[src/rtl/prod_bcd_converter.sv]
// prod_bcd_converter
//   Sequential binary-to-BCD converter (shift-and-add-3). Takes the IN_W-bit
//   multiplier product and produces DIGITS packed BCD digits for the
//   7-segment driver. One conversion at a time, start/done handshake.
//   The result is held until the next conversion completes.
// Ports
//   clk    rising-edge clock
//   reset  asynchronous active-low reset
//   start  conversion request, sampled only in IDLE
//   bin    binary input, captured on the accepted-start edge
//   busy   high during the SHIFT cycles
//   done   one-cycle pulse, bcd has just been updated
//   bcd    packed BCD, [3:0] = units, [7:4] = tens, ...

// Per-digit add-3 adjust: a digit >= 5 would carry out past 9 after the
// following doubling, so pre-bias it by 3.
module prod_bcd_adj3 (
  input  logic [3:0] d,
  output logic [3:0] q
);
  assign q = (d >= 4'd5) ? d + 4'd3 : d;
endmodule

module prod_bcd_converter #(
  parameter int IN_W   = 8,
  parameter int DIGITS = 3
) (
  input  logic                  clk,
  input  logic                  reset,
  input  logic                  start,
  input  logic [IN_W-1:0]       bin,
  output logic                  busy,
  output logic                  done,
  output logic [4*DIGITS-1:0]   bcd
);
  localparam int SW = 4*DIGITS;
  localparam int CW = $clog2(IN_W+1);

  typedef enum logic [1:0] {IDLE, SHIFT, DONE} state_t;

  state_t          state;
  logic [IN_W-1:0] shreg;
  logic [SW-1:0]   scratch;
  logic [SW-1:0]   adj;
  logic [SW-1:0]   scratch_nxt;
  logic [CW-1:0]   count;

  // adjust every digit, then shift {adj, shreg} left by one
  for (genvar g = 0; g < DIGITS; g++) begin : g_dig
    prod_bcd_adj3 u_adj (
      .d (scratch[4*g +: 4]),
      .q (adj[4*g +: 4])
    );
  end

  assign scratch_nxt = {adj[SW-2:0], shreg[IN_W-1]};

  always_ff @(posedge clk or negedge reset) begin
    if (!reset) begin
      state   <= IDLE;
      shreg   <= '0;
      scratch <= '0;
      count   <= '0;
      busy    <= 1'b0;
      done    <= 1'b0;
      bcd     <= '0;
    end else begin
      case (state)
        IDLE: begin
          done <= 1'b0;
          if (start) begin
            shreg   <= bin;
            scratch <= '0;
            count   <= CW'(IN_W);
            busy    <= 1'b1;
            state   <= SHIFT;
          end
        end
        SHIFT: begin
          scratch <= scratch_nxt;
          shreg   <= {shreg[IN_W-2:0], 1'b0};
          count   <= count - CW'(1);
          // last shift: publish the final scratch directly from the adjust path
          if (count == CW'(1)) begin
            bcd   <= scratch_nxt;
            busy  <= 1'b0;
            done  <= 1'b1;
            state <= DONE;
          end
        end
        DONE: begin
          done  <= 1'b0;
          state <= IDLE;
        end
        default: begin
          busy  <= 1'b0;
          done  <= 1'b0;
          state <= IDLE;
        end
      endcase
    end
  end
endmodule

[config.mk]
export PLATFORM = sky130hd
export DESIGN_NAME = prod_bcd_converter
export DESIGN_NICKNAME = d
export VERILOG_FILES = /design/src/rtl/prod_bcd_converter.sv
export SDC_FILE = /design/constraint.sdc
export NUM_CORES = 1
export LEC_CHECK = 0
export ABC_CLOCK_PERIOD_IN_PS = 1900
export CORE_MARGIN = 4
export CORE_UTILIZATION = 30
export CTS_BUF_LIST = sky130_fd_sc_hd__clkbuf_4 sky130_fd_sc_hd__clkbuf_8
export CTS_CLUSTER_DIAMETER = 100
export CTS_CLUSTER_SIZE = 8
export DETAILED_ROUTE_END_ITERATION = 8
export SLEW_MARGIN = 10
export SYNTH_ARGS = -nofsm -noshare
export SYNTH_HDL_FRONTEND = slang
export SYNTH_HIERARCHICAL = 1
export SYNTH_SLANG_ARGS = --single-unit
[constraint.sdc]
create_clock -name clk -period 1.9 [get_ports clk]
set_input_delay 0.19 -clock clk [delete_from_list [all_inputs] [get_ports clk]]
set_output_delay 0.19 -clock clk [all_outputs]
set_load 0.01 [all_outputs]
## Word-level counts from Yosys, hierarchy flattened

Cells that the tools add are included.

- Bits in latches: 0
- Output and inout bits: 14
- Memories: 0
- Register bits: 40
- Memory bits (read-only): 0
- Bits in writable memories: 0
- Word-level logic and storage cells: 43

- Reduce and logical (&&, ||, !) cells: 6
- $add $sub $neg: 4
- Shift-type cells: 0
- Div/mod/pow operators: 0
- Muxes and demuxes: 17
- Equal/unequal tests: 5
- $mul: 0
- Bitwise operators: 1
- $lt $le $gt $ge: 3

Operators by type and width:

| kind | number |
|---|---|
| $pmux 12 s2 | 1 |
| $pmux 8 s2 | 1 |
| $ge 4x3->1 const B | 3 |
| $mux 12 | 1 |
| $mux 4 | 3 |
| $add 4x2->4 const B | 2 |
| $mux 8 | 1 |
| $pmux 4 s2 | 1 |
| $reduce_and 2->1 | 3 |
| $eq 4x1->1 const B | 1 |
| $mux 1 | 4 |
| $mux 2 | 2 |
| $ne 2x2->1 const B | 2 |
| $pmux 2 s2 | 1 |
| $sub 4x1->4 const B | 1 |
| $add 3x2->3 const B | 1 |
| $mux 3 | 1 |
| $pmux 1 s3 | 1 |
| $reduce_and 3->1 | 1 |
| $eq 2x1->1 const B | 1 |
| $eq 2x2->1 const B | 1 |
| $logic_not 2->1 | 1 |
| $reduce_bool 2->1 | 1 |
| $not 1->1 | 1 |

## Logic depth before layout (Yosys ltp)

Gate-level depths: netlist of run 1.

- Depth after elaboration: 3
- Gate-level depth with buffers: 6

## Hierarchy

The synthesis of run 1 kept the hierarchy.

By module, submodules not included:

| module | cells an instance | area each (µm²) | instances |
|---|---|---|---|
| prod_bcd_converter | 123 | 1,642.8 | 1 |
| prod_bcd_adj3 | 16 | 101.3 | 3 |

## Worst setup path after synthesis of run 1

OpenSTA, ideal clock, no wires.

- Path kind: register to register
- From: register count[1]
- To: register bcd[0]
- Library setup time: 125 ps
- Buffers on the path: 1
- Clock period less this slack: 1,457 ps
- Path slack: 443 ps
- Cell stages (with the launch flop): 7
- Data required time: 1,775 ps
- Arrival time: 1,332 ps
- Cell sequence: dfrtp_1 > inv_1 > ha_1 > nor3b_4 > nand2_2 > buf_6 > mux2_4

- Longest elaborated chain between the ends: 2

Ends and longest elaborated chain:

| item | RTL line | text |
|---|---|---|
| start, declared | 46 | `logic [CW-1:0] count;` |
| start signal, assigned | 74 | `count <= CW'(IN_W);` |
| start signal, assigned | 82 | `count <= count - CW'(1);` |
| $eq 4x1->1 | 84 | `if (count == CW'(1)) begin` |
| $reduce_and 2->1 (no line) | n/a |  |
| end signal, assigned | 85 | `bcd <= scratch_nxt;` |
| end, declared | 34 | `output logic [4*DIGITS-1:0] bcd` |

No other way between the ends.
A chain may end at the register's enable or synchronous reset.

## Worst setup path after layout of run 1

- From: register count[1]
- To: register bcd[10]

Same word-level chain as after synthesis.

==> results of run 1 <==
-- worst max path at each step --
stage | from | end | slack (ns)
floorplan | count[1] | bcd[0] | 0.44
global placement | count[1] | bcd[5] | 0.30
detailed placement | count[1] | bcd[10] | 0.26
CTS | count[1] | bcd[10] | 0.25
global route | count[1] | bcd[1] | 0.14
finish | count[1] | bcd[10] | 0.27
-- stage by stage --
stage                     total power, mW   util  std cells
after floorplan                      2.89      -        167
after global routing                 4.36  0.387        272
final                                4.01  0.387        272
after CTS                            4.07  0.387        272
after detailed placement             3.50  0.372        264
after global placement               3.46  0.372        264
-- critical path, delay by kind of cell (launching register included) --
kind / cells / cell delay [ns]
and+or+nand+nor: 2 / 0.52
DFF: 1 / 0.39
muxes: 1 / 0.38
adders and majority gates: 1 / 0.13
buffers and inverters: 1 / 0.08
-- placed cells by master (no fill, tap or decap), types with 2 or more instances in the layout --
| master | count |
|---|---|
| nor2_1 | 5 |
| clkdlybuf4s50_1 | 23 |
| xnor2_1 | 3 |
| mux2i_1 | 10 |
| a22o_1 | 12 |
| ha_1 | 8 |
| nor2b_1 | 2 |
| inv_1 | 11 |
| o21ai_1 | 2 |
| o21ai_0 | 14 |
| buf_4 | 4 |
| clkbuf_8 | 5 |
| mux2_2 | 3 |
| mux2_4 | 9 |
| nand2_1 | 21 |
| dfrtp_1 | 40 |
| a21oi_2 | 3 |
| a21oi_1 | 3 |
| nand2b_1 | 7 |
-- registers in the layout, indices dropped and copies added (netlist names) --
signal	cells
shreg	8
scratch	12
count	4
done	1
state	2
bcd	12
busy	1
-- per-layer routing --
metal / wire [um] / GRT usage
met3: 221 / 0.0386
met5: 0 / 0
met2: 1600 / 0.158
met1: 1740 / 0.141
met4: 41 / 0.0288
-- power breakdown --
group / leakage, nW / total, mW / internal, mW / switching, mW
clock network: 0.0445 / 0.555 / 0.264 / 0.291
logic: 0.577 / 1.91 / 1.04 / 0.869
registers: 0.503 / 1.55 / 1.24 / 0.309
total: 1.12 / 4.01 / 2.54 / 1.47
-- area by class of cell --
type	instances	area [um^2]	area share
sequential	40	1000	0.427
multi-input combinational	110	852	0.363
timing repair buffer	29	275	0.117
tap	75	93.8	0.0400
clock buffer	6	76.3	0.0326
inverter	11	41.3	0.0176
clock inverter	1	5.00	0.00213
==> metrics.json, run 1 <==
{
  "outcome": {
    "run_status": "finished clean"
  },
  "flow_run": {
    "timing.max_cap.violations": 0
  },
  "power_and_ir_drop": {
    "power.density_mw_per_mm2": 1710,
    "power.ir.vdd_worst_mv": 0.632,
    "power_leakage_nw": 1.12
  },
  "floorplan": {
    "die-area_mm2": 0.00777,
    "num_io_pins": 25,
    "floorplan.die.height_um": 88.1,
    "die_w_um": 88.1,
    "initial_utilization": 0.318,
    "core_area_mm2": 0.00606,
    "number_of_standard_cell_rows_in_the_floorplan": 28
  },
  "critical_path": {
    "critical_path_peak_fanout": 13,
    "cell_chain_critical_path": "inv_1 > ha_1 > nor3b_4 > nand2_2 > mux2_4",
    "timing.critical_path.arrival_ns": 1.80,
    "timing.reg2reg.worst_path_depth": 5,
    "critical_path.slowest_cell": "dfrtp_1",
    "timing.critical_path.from_type": "flip-flop",
    "rr_endpoint": "bcd[10]",
    "timing_worst_setup_path_type": "flip-flop to flip-flop",
    "timing.reg2reg.setup_slack_ns": 0.27,
    "launch_point_of_the_worst_reg_to_reg_path": "count[1]",
    "timing.critical_path.slowest_cell_delay_ns": 0.39,
    "setup.worst_path.end_class": "flip-flop",
    "data_required_time_of_the_worst_path_ns": 2.07
  },
  "sta": {
    "clock_skew_ns": 0.0114,
    "grt_setup_unrepaired": "no",
    "total_count_of_max_transition_violations_in_the_final_report": 0,
    "fin_crit_ns": 1.63,
    "fmax_mhz": 614,
    "setup_viol": 0,
    "fin_hold_ws_ns": 0.476,
    "worst_slew_margin_relative_to_its_limit": 0.661,
    "report.final.hold_viol_count": 0,
    "max_slew.worst_pin.slew_ns": 0.508,
    "worst_slack_ns": 0.271,
    "final_min_period_over_clock_period": 0.857,
    "setup_tns_ns": 0
  },
  "route": {
    "detail-route-antenna-nets": 0,
    "routedWlPerCell_um": 13.2,
    "detail_route.iter0.violations": 30,
    "drt_pass1_iterations": 4,
    "vias_per_cell": 4.66,
    "route.detailed.drc": 0,
    "vias": 1268,
    "finalWirelength_mm": 3.60
  },
  "clock_tree": {
    "cts_resized": 0,
    "htree_levels": 2,
    "clk_path_buf_depth": 2,
    "clk_transition_reported_paths_ns": 0.08,
    "cts.sink_count": 40,
    "tritoncts": "built",
    "tritoncts.num_buffers": 5,
    "worst_skew_pair.late_latency_ns": 0.30,
    "post_cts_hold_buffer_count": 1,
    "buffer_cell_driving_the_clock_tree_root": "clkbuf_8",
    "count_of_buffers_added_by_post_cts_timing_repair_for_setup": 0
  },
  "place": {
    "detailed_place_hpwl_mm": 2.41,
    "placement.io_buffers": 24,
    "detailed_place.area_mm2": 0.00225,
    "place.gp.congestion": 0.777,
    "dp_slack_ns": 0.265
  },
  "cells_and_area": {
    "final_design_area_no_fill_mm2": 0.00234,
    "n_antenna_cell": 0,
    "final_layout_size_suffix_gt1_frac": 0.152,
    "filler_cell_count": 590,
    "layout.nets": 216,
    "syn_to_layout_area_delta_pct": 21.7
  },
  "global_route": {
    "groute.usage.overall": 0.104,
    "grt_overflow_total": 0,
    "initial_antenna_violation_count": 0,
    "grt_first_pass_wirelength_mm": 6.11,
    "grt_start_max_net_pins": 41,
    "first_global_vias": 1273
  },
  "synthesis": {
    "postSynthNetCount": 186,
    "postSynthAreaPerCell_um2": 11.5,
    "synth.yosys.warnings": 6,
    "synthesis.instances": 167,
    "synth.cell_area_mm2": 0.00193
  },
  "hold_path": {
    "hold_path.class": "primary input to asynchronous set/reset pin"
  }
}
Power figures use the tool's default switching activity.
==> inputs of run 2 (changes only) <==
--- a/config.mk
+++ b/config.mk
@@ -9,11 +9,13 @@
 export CORE_MARGIN = 4
 export CORE_UTILIZATION = 30
 export CTS_BUF_LIST = sky130_fd_sc_hd__clkbuf_4 sky130_fd_sc_hd__clkbuf_8
-export CTS_CLUSTER_DIAMETER = 100
+export CTS_CLUSTER_DIAMETER = 80
 export CTS_CLUSTER_SIZE = 8
 export DETAILED_ROUTE_END_ITERATION = 8
+export PLACE_DENSITY = 0.47
 export SLEW_MARGIN = 10
 export SYNTH_ARGS = -nofsm -noshare
 export SYNTH_HDL_FRONTEND = slang
 export SYNTH_HIERARCHICAL = 1
 export SYNTH_SLANG_ARGS = --single-unit
+export TNS_END_PERCENT = 100
==> metrics.json, run 2 (synthesis gave the netlist of run 1 again) <==
{
  "critical_path": {
    "launch_point_of_the_worst_reg_to_reg_path": "count[1]",
    "setup.worst_path.start": "count[1]",
    "critical_path_peak_fanout": 13,
    "data_required_time_of_the_worst_path_ns": 2.07,
    "timing_worst_setup_path_type": "flip-flop to flip-flop",
    "timing.critical_path.from_type": "flip-flop",
    "setup.worst_path.end_class": "flip-flop",
    "critical_path.slowest_cell": "dfrtp_1",
    "cell_chain_critical_path": "inv_1 > ha_1 > nor3b_4 > nand2_2 > mux2_4",
    "timing.critical_path.slowest_cell_delay_ns": 0.39,
    "timing.critical_path.arrival_ns": 1.85
  },
  "clock_tree": {
    "tritoncts.num_buffers": 5,
    "clk_path_buf_depth": 2,
    "cts.sink_count": 40,
    "worst_skew_pair.late_latency_ns": 0.29,
    "buffer_cell_driving_the_clock_tree_root": "clkbuf_8",
    "count_of_buffers_added_by_post_cts_timing_repair_for_setup": 0,
    "tritoncts": "built",
    "htree_levels": 2,
    "clk_transition_reported_paths_ns": 0.08
  },
  "power_and_ir_drop": {
    "power_leakage_nw": 1.13,
    "comb_power_share": 0.472,
    "power.clock.fraction": 0.149,
    "power.density_mw_per_mm2": 1730,
    "internal_power_mw": 2.61,
    "power.switching_mw": 1.48,
    "seqPwrFrac": 0.380,
    "power.ir.vdd_worst_mv": 0.677,
    "swShare": 0.363
  },
  "route": {
    "vias": 1323,
    "detail_route.iter0.violations": 74,
    "routedWlPerCell_um": 13.9,
    "vias_per_cell": 4.86,
    "route.detailed.drc": 0,
    "detail-route-antenna-nets": 0,
    "finalWirelength_mm": 3.79,
    "drt_pass1_iterations": 4
  },
  "cells_and_area": {
    "final_core_util": 0.389,
    "final_layout_size_suffix_gt1_frac": 0.152,
    "filler_cell_count": 584,
    "reg_top3": "bcd x12, scratch x12, shreg x8",
    "layout_common_cells": "40 x dfrtp_1, 23 x clkdlybuf4s50_1, 21 x nand2_1",
    "syn_to_layout_area_delta_pct": 22.5,
    "n_antenna_cell": 0,
    "final-instance-count-excl-fill": 272,
    "layout.cells.most_common": "dfrtp_1",
    "register_area_mm2": 0.00100,
    "layout.nets": 216,
    "multi_input_combinational_cell_area_um2": 852
  },
  "outcome": {
    "run_status": "finished clean"
  },
  "floorplan": {
    "floorplan.die.height_um": 88.1,
    "num_io_pins": 25,
    "die-area_mm2": 0.00777,
    "die_w_um": 88.1,
    "number_of_standard_cell_rows_in_the_floorplan": 28,
    "core_area_mm2": 0.00606,
    "initial_utilization": 0.318
  },
  "place": {
    "dp_slack_ns": 0.208,
    "detailed_place_hpwl_mm": 2.58,
    "placement.io_buffers": 24,
    "place.gp.congestion": 0.731,
    "cell_count_after_placement": 264
  },
  "sta": {
    "grt_setup_unrepaired": "no",
    "setup_viol": 0,
    "worst_slew_margin_relative_to_its_limit": 0.658,
    "total_count_of_max_transition_violations_in_the_final_report": 0,
    "fin_crit_ns": 1.68,
    "setup_tns_ns": 0,
    "fmax_mhz": 595,
    "clock_skew_ns": 0.00557,
    "max_slew.worst_pin.slew_ns": 0.513,
    "worst_slack_ns": 0.220,
    "final_min_period_over_clock_period": 0.884,
    "fin_hold_ws_ns": 0.490,
    "report.final.hold_viol_count": 0
  },
  "global_route": {
    "first_global_vias": 1339,
    "grt_first_pass_wirelength_mm": 6.58,
    "groute.usage.overall": 0.111,
    "initial_antenna_violation_count": 0,
    "grt_start_max_net_pins": 41,
    "grt_overflow_total": 0
  },
  "hold_path": {
    "hold_path.class": "primary input to asynchronous set/reset pin"
  },
  "flow_run": {
    "timing.max_cap.violations": 0
  }
}
[run 2: cell types whose count changed in the layout (fill, tap and decap cells not counted), sizes merged]
cell and change:
clkbuf +1, clkinv -1
[run 2: area by class of cell]
cell class	instances	share of cell area
clock buffer	7	0.0408
multi-input combinational	110	0.361
timing repair buffer	29	0.117
tap	75	0.0398
sequential	40	0.424
inverter	11	0.0175
[run 2: stage by stage]
stage                     cell area [um^2]  power, mW
final                                 2360       4.09
after global placement                2250       3.45
after CTS                             2360       4.16
after floorplan                       1930       2.89
after global routing                  2360       4.46
after detailed placement              2250       3.52
[run 2: timing repair]
action | in CTS | in global routing
hold buffers | 1 | 0
setup endpoints to repair | 0 | 0
gates resized for setup | 0 | 0
hold endpoints to repair | 40 | 0
[run 2: worst max-delay path: cells and delay by family, from the launching register on]
family | cells | cell delay, ns
multiplexers | 1 | 0.38
adder cells (fa/ha/maj) | 1 | 0.16
buffers and inverters | 1 | 0.09
flip-flops | 1 | 0.39
AND/OR/NAND/NOR | 2 | 0.55
[run 2: worst paths after layout]
kind                             to  cells past startpoint  slack (ns)
min                          bcd[4]                      3        0.49
min in group clk           shreg[6]                      2        0.50
min reg2reg                shreg[6]                      2        0.50
max reg2reg                  bcd[2]                      5        0.22
max                          bcd[2]                      5        0.22
max in group asynchronous  shreg[5]                      3        1.05
[run 2: metal layers]
| layer | up-vias | track usage | wire length, um |
|---|---|---|---|
| met2 | 42 | 0.168 | 1740 |
| met5 | - | 0 | 0 |
| met3 | 8 | 0.0310 | 240 |
| met1 | 643 | 0.153 | 1760 |
| met4 | 0 | 0.0371 | 54 |
| li1 | 630 | - | - |
[run 2: power by group through the flow]
stage | Sequential, mW | Clock, mW | Combinational (mW)
floorplan | 1.56 | 0 | 1.33
global placement | 1.55 | 0 | 1.90
detailed placement | 1.57 | 0 | 1.96
CTS | 1.56 | 0.634 | 1.97
global route | 1.61 | 0.675 | 2.17
finish | 1.55 | 0.608 | 1.93
==> inputs of run 3 (changes only) <==
--- a/config.mk
+++ b/config.mk
@@ -5,7 +5,6 @@
 export SDC_FILE = /design/constraint.sdc
 export NUM_CORES = 1
 export LEC_CHECK = 0
-export ABC_CLOCK_PERIOD_IN_PS = 1900
 export CORE_MARGIN = 4
 export CORE_UTILIZATION = 30
 export CTS_BUF_LIST = sky130_fd_sc_hd__clkbuf_4 sky130_fd_sc_hd__clkbuf_8
==> results of run 3 <==
Final layout, timing and power as in run 2 (identical DEF).
